File: src/rtl/fetch_stage.sv
// ----------------------------------------------------------------------------
// fetch_stage: PC register and instruction-fetch front end (IF -> IF/ID).
// Rev 1.0
// ----------------------------------------------------------------------------
`default_nettype none

module fetch_stage #(
  parameter logic [31:0] RESET_PC = 32'h00400030,
  parameter logic [31:0] NOP_WORD = 32'h00000000
) (
  input  logic        clk,
  input  logic        rst,
  input  logic        redirect_valid,
  input  logic [31:0] redirect_pc,
  output logic        imem_req,
  output logic [31:0] imem_addr,
  input  logic        imem_gnt,
  input  logic        imem_rvalid,
  input  logic [31:0] imem_rdata,
  output logic        if_valid,
  input  logic        if_ready,
  output logic [31:0] if_pc,
  output logic [31:0] if_pc_plus4,
  output logic [31:0] if_instr
);

  localparam logic [31:0] c_ALIGN_MASK = 32'hFFFF_FFFC;
  localparam logic [31:0] c_PC_STEP    = 32'd4;

  typedef enum logic [1:0] {
    S_REQ  = 2'd0,
    S_WAIT = 2'd1,
    S_FULL = 2'd2
  } state_e;

  state_e      state_q, state_d;
  logic [31:0] pc_q, pc_d;
  logic        drop_q, drop_d;
  logic        obuf_valid_q, obuf_valid_d;
  logic [31:0] obuf_pc_q, obuf_pc_d;
  logic [31:0] obuf_p4_q, obuf_p4_d;
  logic [31:0] obuf_instr_q, obuf_instr_d;
  logic [31:0] skid_pc_q, skid_pc_d;
  logic [31:0] skid_instr_q, skid_instr_d;

  logic w_handshake;
  assign w_handshake = obuf_valid_q & if_ready;

  always_comb begin
    state_d      = state_q;
    pc_d         = pc_q;
    drop_d       = drop_q;
    obuf_valid_d = obuf_valid_q;
    obuf_pc_d    = obuf_pc_q;
    obuf_p4_d    = obuf_p4_q;
    obuf_instr_d = obuf_instr_q;
    skid_pc_d    = skid_pc_q;
    skid_instr_d = skid_instr_q;

    if (w_handshake) begin
      obuf_valid_d = 1'b0;
    end

    if (redirect_valid) begin
      // Redirect wins over everything; an in-flight request must have its
      // stale response swallowed, a response arriving now is simply ignored.
      pc_d         = redirect_pc & c_ALIGN_MASK;
      obuf_valid_d = 1'b0;
      case (state_q)
        S_REQ: begin
          if (imem_gnt) begin
            drop_d  = 1'b1;
            state_d = S_WAIT;
          end else begin
            state_d = S_REQ;
          end
        end
        S_WAIT: begin
          if (imem_rvalid) begin
            drop_d  = 1'b0;
            state_d = S_REQ;
          end else begin
            drop_d  = 1'b1;
            state_d = S_WAIT;
          end
        end
        default: state_d = S_REQ;
      endcase
    end else begin
      case (state_q)
        S_REQ: begin
          if (imem_gnt) begin
            state_d = S_WAIT;
          end
        end
        S_WAIT: begin
          if (imem_rvalid) begin
            if (drop_q) begin
              drop_d  = 1'b0;
              state_d = S_REQ;
            end else if (!obuf_valid_q || w_handshake) begin
              obuf_valid_d = 1'b1;
              obuf_pc_d    = pc_q;
              obuf_p4_d    = pc_q + c_PC_STEP;
              obuf_instr_d = imem_rdata;
              pc_d         = pc_q + c_PC_STEP;
              state_d      = S_REQ;
            end else begin
              skid_pc_d    = pc_q;
              skid_instr_d = imem_rdata;
              state_d      = S_FULL;
            end
          end
        end
        S_FULL: begin
          if (w_handshake) begin
            obuf_valid_d = 1'b1;
            obuf_pc_d    = skid_pc_q;
            obuf_p4_d    = skid_pc_q + c_PC_STEP;
            obuf_instr_d = skid_instr_q;
            pc_d         = pc_q + c_PC_STEP;
            state_d      = S_REQ;
          end
        end
        default: state_d = S_REQ;
      endcase
    end
  end

  always_ff @(posedge clk) begin
    if (rst) begin
      state_q      <= S_REQ;
      pc_q         <= RESET_PC;
      drop_q       <= 1'b0;
      obuf_valid_q <= 1'b0;
      obuf_pc_q    <= 32'd0;
      obuf_p4_q    <= 32'd0;
      obuf_instr_q <= NOP_WORD;
      skid_pc_q    <= 32'd0;
      skid_instr_q <= NOP_WORD;
    end else begin
      state_q      <= state_d;
      pc_q         <= pc_d;
      drop_q       <= drop_d;
      obuf_valid_q <= obuf_valid_d;
      obuf_pc_q    <= obuf_pc_d;
      obuf_p4_q    <= obuf_p4_d;
      obuf_instr_q <= obuf_instr_d;
      skid_pc_q    <= skid_pc_d;
      skid_instr_q <= skid_instr_d;
    end
  end

  // Reset masks the interface immediately, not just from the next edge.
  assign imem_req    = (state_q == S_REQ) & ~rst;
  assign imem_addr   = pc_q;
  assign if_valid    = obuf_valid_q & ~rst;
  assign if_pc       = rst ? 32'd0 : obuf_pc_q;
  assign if_pc_plus4 = rst ? 32'd0 : obuf_p4_q;
  assign if_instr    = if_valid ? obuf_instr_q : NOP_WORD;

endmodule

`default_nettype wire

File: config.mk
export PLATFORM = sky130hd
export DESIGN_NAME = fetch_stage
export DESIGN_NICKNAME = d
export VERILOG_FILES = /design/src/rtl/fetch_stage.sv
export SDC_FILE = /design/constraint.sdc
export NUM_CORES = 1
export LEC_CHECK = 0
export BUFFER_PORTS_ARGS = -buffer_cell sky130_fd_sc_hd__buf_2
export CAP_MARGIN = 15
export CORE_AREA = 2 2 148 150
export CTS_CLUSTER_SIZE = 30
export DETAILED_ROUTE_END_ITERATION = 10
export DIE_AREA = 0 0 150 152
export HOLD_SLACK_MARGIN = 0.08
export PLACE_DENSITY = 0.71
export SKIP_LAST_GASP = 1
export SYNTH_ARGS = -nofsm -noshare
export SYNTH_HDL_FRONTEND = slang
export SYNTH_SLANG_ARGS = --single-unit
File: constraint.sdc
create_clock -name clk -period 3.1 [get_ports clk]
set_clock_uncertainty 0.2 [all_clocks]
set_input_delay 0.93 -clock clk [delete_from_list [all_inputs] [get_ports clk]]
set_output_delay 0.93 -clock clk [all_outputs]
set_load 0.1 [all_outputs]
## Yosys cells after proc, flatten, opt, wreduce, memory -nomap -nowiden

Index checks and enable logic that the tools add are counted.

| operators by class | value |
|---|---|
| add/sub/neg operators | 2 |
| equal/unequal tests | 12 |
| muxes and demuxes | 43 |
| bitwise operators | 7 |
| reduce and logical (&&, ||, !) cells | 15 |

Operators with widths:

| cell | count |
|---|---|
| $mux 32 | 17 |
| $pmux 32 s2 | 4 |
| $add 32x3->32 const B | 2 |
| $ne 3x3->1 const B | 6 |
| $reduce_and 5->1 | 3 |
| $mux 1 | 12 |
| $mux 2 | 6 |
| $ne 2x2->1 const B | 4 |
| $reduce_bool 2->1 | 4 |
| $pmux 2 s3 | 1 |
| $reduce_and 6->1 | 1 |
| $not 1->1 | 4 |
| $pmux 1 s2 | 2 |
| $pmux 2 s2 | 1 |
| $reduce_and 4->1 | 1 |
| $and 1x1->1 | 3 |
| $reduce_and 3->1 | 1 |
| $reduce_bool 3->1 | 1 |
| $eq 2x1->1 const B | 1 |
| $eq 2x2->1 const B | 1 |
| $logic_not 2->1 | 1 |
| $reduce_or 2->1 | 1 |
| $logic_not 1->1 | 1 |
| $logic_or 1x1->1 | 1 |

| storage, ports and cells | value |
|---|---|
| flip-flop bits (word level) | 196 |
| input bits | 70 |
| output and inout port bits | 130 |
| logic and storage cells | 89 |

## Depth between registers and ports, before layout

| depth | value |
|---|---|
| depth after elaboration | 7 |
| depth in mapped cells | 10 |
| mapped depth without buffers | 7 |

## Least setup slack after synthesis

Ideal clock, no wire load.

| path | value |
|---|---|
| path type | input port to output port |
| from | in rst |
| to | out if_instr[22] |
| arrival time | 3.011 ns |
| data required time | 1.970 ns |
| slack | -1.041 ns |
| stages on the path | 3 |
| path buffers | 1 |
| cells stage by stage | nor2b_1 clkbuf_1 and2_1 |

| on the way | value |
|---|---|
| word-level cells in the longest chain between the ends | 3 |

Ends and longest elaborated chain:

| what | line | source |
|---|---|---|
| start: declaration | 12 | `input logic rst,` |
| $not 1->1 | 157 | `assign if_valid = obuf_valid_q & ~rst;` |
| $and 1x1->1 | 157 |  |
| net if_valid | 20 | `output logic if_valid,` |
| $mux 32 | 160 | `assign if_instr = if_valid ? obuf_instr_q : NOP_WORD;` |
| end: declaration | 24 | `output logic [31:0] if_instr` |

The timed path passes the listed nets, and every way through them passes these cells.

## Worst setup path after layout

| path | value |
|---|---|
| from | in rst |
| to | out if_instr[1] |

| on the way | value |
|---|---|
| word-level cells in the longest chain between the ends | 3 |

Ends and longest elaborated chain:

| what | line |
|---|---|
| $not 1->1 | 157 |
| $and 1x1->1 | 157 |
| $mux 32 | 160 |

No other way between the ends.

==> flow_summary.json <==
{
  "run_status": "complete, no violations",
  "worst_path_max_delay_cell": "and2_1",
  "numCtsBuffers": 17,
  "p_seq_frac": 0.427,
  "cp_cell_sequence": "buf_6, nor2b_2, buf_12, and2_1, buf_12",
  "dieArea_um2": 22800,
  "combPwrFrac": 0.185,
  "arrival_ns": 1.90,
  "p_leak_nw": 4.882,
  "antenna_found_initial": 1,
  "critPathMaxStageDelay_ns": 0.21,
  "rsz0062_at_grt": "false",
  "ys_seq_area_frac": 0.3816,
  "worst_slew_pin_slew_ns": 0.6906,
  "worst_slack_ns": 0.06617,
  "min_period_ns": 3.034,
  "cts_tree": "built",
  "nNetsFinal": 1408,
  "intPower_mw": 4.261,
  "drt-total-wl_um": 29070,
  "areaGrowthSynthToFinish_pct": 35.41,
  "synth_area_per_cell_um2": 8.372,
  "routabilityCongestion": 0.8773,
  "grt_pass1_vias": 8796,
  "port_buffers": 191,
  "cts_resized": 1,
  "die_y_um": 152,
  "root_buffer": "clkbuf_16",
  "cts_max_level": 4,
  "dp_cells": 1593,
  "finalCritPeriodShare": 0.9787,
  "cp_max_fo": 33,
  "switchingPower_mw": 1.841,
  "ys_seq_elements": 188,
  "synthTopCellsByArea": "dfxtp_1 (38%), mux2i_1 (7.2%), nand2_1 (7.0%), nor2b_1 (4.1%), a211oi_1 (4.0%)",
  "maxCapViolations": 0,
  "cts_setup_buffers": 0,
  "clock_path_buffers": 2,
  "fmax_mhz": 329.6,
  "synthTopCellsByCount": "dfxtp_1 (188), nand2_1 (185), mux2i_1 (71), nor2_1 (71), a21oi_1 (70)",
  "drc": 0,
  "hold_violations": 0,
  "core-area_um2": 21350,
  "drv_slew": 0,
  "drive_gt1_frac": 0.2558,
  "io_pins": 200,
  "clkPwrFrac": 0.388,
  "cpMostUsedCell": "buf_12",
  "grt_overflow": 0,
  "p_per_area_nw_per_um2": 457.0,
  "async_flop_share": 0,
  "vias_per_cell": 5.657,
  "synth_edf_count": 0,
  "power_mw": 6.102,
  "worst_setup_path_start_kind": "input port",
  "num_rows": 54,
  "grt_usage": 0.2531,
  "critPathTopFamily": "buffers and inverters",
  "synth_top_cell_area_share": 0.3816,
  "yosysWarningCount": 0,
  "whs_ns": 0.2537,
  "p_sw_frac": 0.3018,
  "cts_hold_buf": 0,
  "grt_max_degree": 49,
  "clk_pin_slew_worst_paths_ns": 0.06,
  "setup_viol_count_final": 0,
  "hold_path_class": "reg -> reg",
  "end_kind": "primary output",
  "wl_per_cell_um": 17.88,
  "vias": 9199,
  "netlist_instances": 1178,
  "start_util": 0.4619,
  "grt_first_pass_wirelength_um": 46370,
  "vdd_drop_max_mv": 0.3950,
  "yosysTopAreaCell": "dfxtp_1",
  "critPathBufInv": 3,
  "ys.flop_type": "dfxtp_1",
  "die_w_um": 150,
  "stdcell_count": 1626,
  "drt_first_pass_iters": 5,
  "dpl.hpwl_um": 20580,
  "ys_types": 63,
  "final_antenna_net_count": 0,
  "cts_sinks": 188,
  "max_slew_margin": 0.5396,
  "drt_iter0_drc": 812,
  "synthMostInstantiatedCell": "dfxtp_1",
  "clk_latency_ns": 0.44,
  "synth_area_um2": 9862,
  "worstPathRequired_ns": 1.97,
  "place_worst_setup_slack_ns": -0.005311,
  "critPathKind": "in -> out"
}
-- logic make-up after synthesis --
group | share of synthesized area
DFF | 0.3816
xor gates and xnor gates | 0.05684
muxes | 0.07320
and+or+nand+nor | 0.2597
other | 0.0003802
buffers and inverters | 0.06052
AOI/OAI and AO/OA | 0.1601
adders and majority gates | 0.007612
-- power by group through the flow --
| stage | combinational (mW) | clock (mW) | sequential, mW |
|---|---|---|---|
| 6_report | 1.13 | 2.37 | 2.61 |
| 5_1_grt | 1.18 | 2.50 | 2.62 |
| 4_1_cts | 1.13 | 2.40 | 2.60 |
| 3_5_place_dp | 1.13 | 0 | 2.66 |
| 3_3_place_gp | 1.11 | 0 | 2.65 |
| 2_1_floorplan | 0.624 | 0 | 2.81 |
-- placed cells by master (no fill, tap or decap), types with 6 or more instances in the layout --
master,count
a211oi_1,52
a21oi_1,70
a2bb2oi_1,30
and2_1,6
and2_2,21
and2_4,8
and3_1,18
and4_1,11
buf_12,101
buf_2,96
buf_4,49
clkbuf_16,17
conb_1,6
dfxtp_1,188
inv_1,12
mux2i_1,71
nand2_1,185
nand3_1,27
nand4_1,16
nor2_1,70
nor2b_1,54
nor2b_4,10
nor3_1,23
nor4_1,14
o21ai_0,15
o221ai_1,11
xnor2_1,39
xor2_1,25
-- state kept, by name, indices dropped and copies added, names as in the netlist --
signal and cells:
skid_instr_q 32, obuf_instr_q 32, state_q 2, skid_pc_q 30
obuf_pc_q 30, obuf_p4_q 30, obuf_valid_q 1, imem_addr 30
drop_q 1
-- per-stage QoR --
| stage | instance area (µm²) | utilization | TNS, ns |
|---|---|---|---|
| after global placement | 12720 | 0.5959 | 0 |
| final | 13350 | 0.6255 | 0 |
| after CTS | 13350 | 0.6254 | 0 |
| after global routing | 13350 | 0.6255 | 0 |
| after floorplan | 10010 | - | -24.30 |
| after detailed placement | 12720 | 0.5959 | -0.005311 |
-- final timing paths --
kind / start / end / slack (ns) / depth (start not counted)
max reg2reg: state_q[1] / imem_addr[26] / 0.45 / 7
max: rst / if_instr[1] / 0.07 / 5
min: skid_instr_q[14] / skid_instr_q[14] / 0.25 / 2
min reg2reg: skid_instr_q[14] / skid_instr_q[14] / 0.25 / 2
-- area by class of cell --
cell class              count  area, µm²
fillers                  1764       7996
multi-input cells         864       5674
flip-flops and latches    188       3764
repair buffers            247       2882
clock buffers              20      446.7
well taps                 280      350.3
clock inverters            12      181.4
inverters                  14      53.80
diodes                      1      2.502
-- worst min-delay path, cell delays in order, from the launching register on --
cell,delay (ns)
dfxtp_1,0.31
nand2_1,0.05
a21oi_1,0.05
-- metal layers --
layer / part of all wire / up-vias / global-route usage / routed length, µm
met5: 0 / - / 0 / 0
met1: 0.42 / 4332 / 0.3320 / 12160
li1: - / 4421 / - / -
met3: 0.076 / 66 / 0.04595 / 2215
met4: 0.035 / 0 / 0.1033 / 1006
met2: 0.47 / 380 / 0.4094 / 13690
Power figures use the tool's default switching activity.
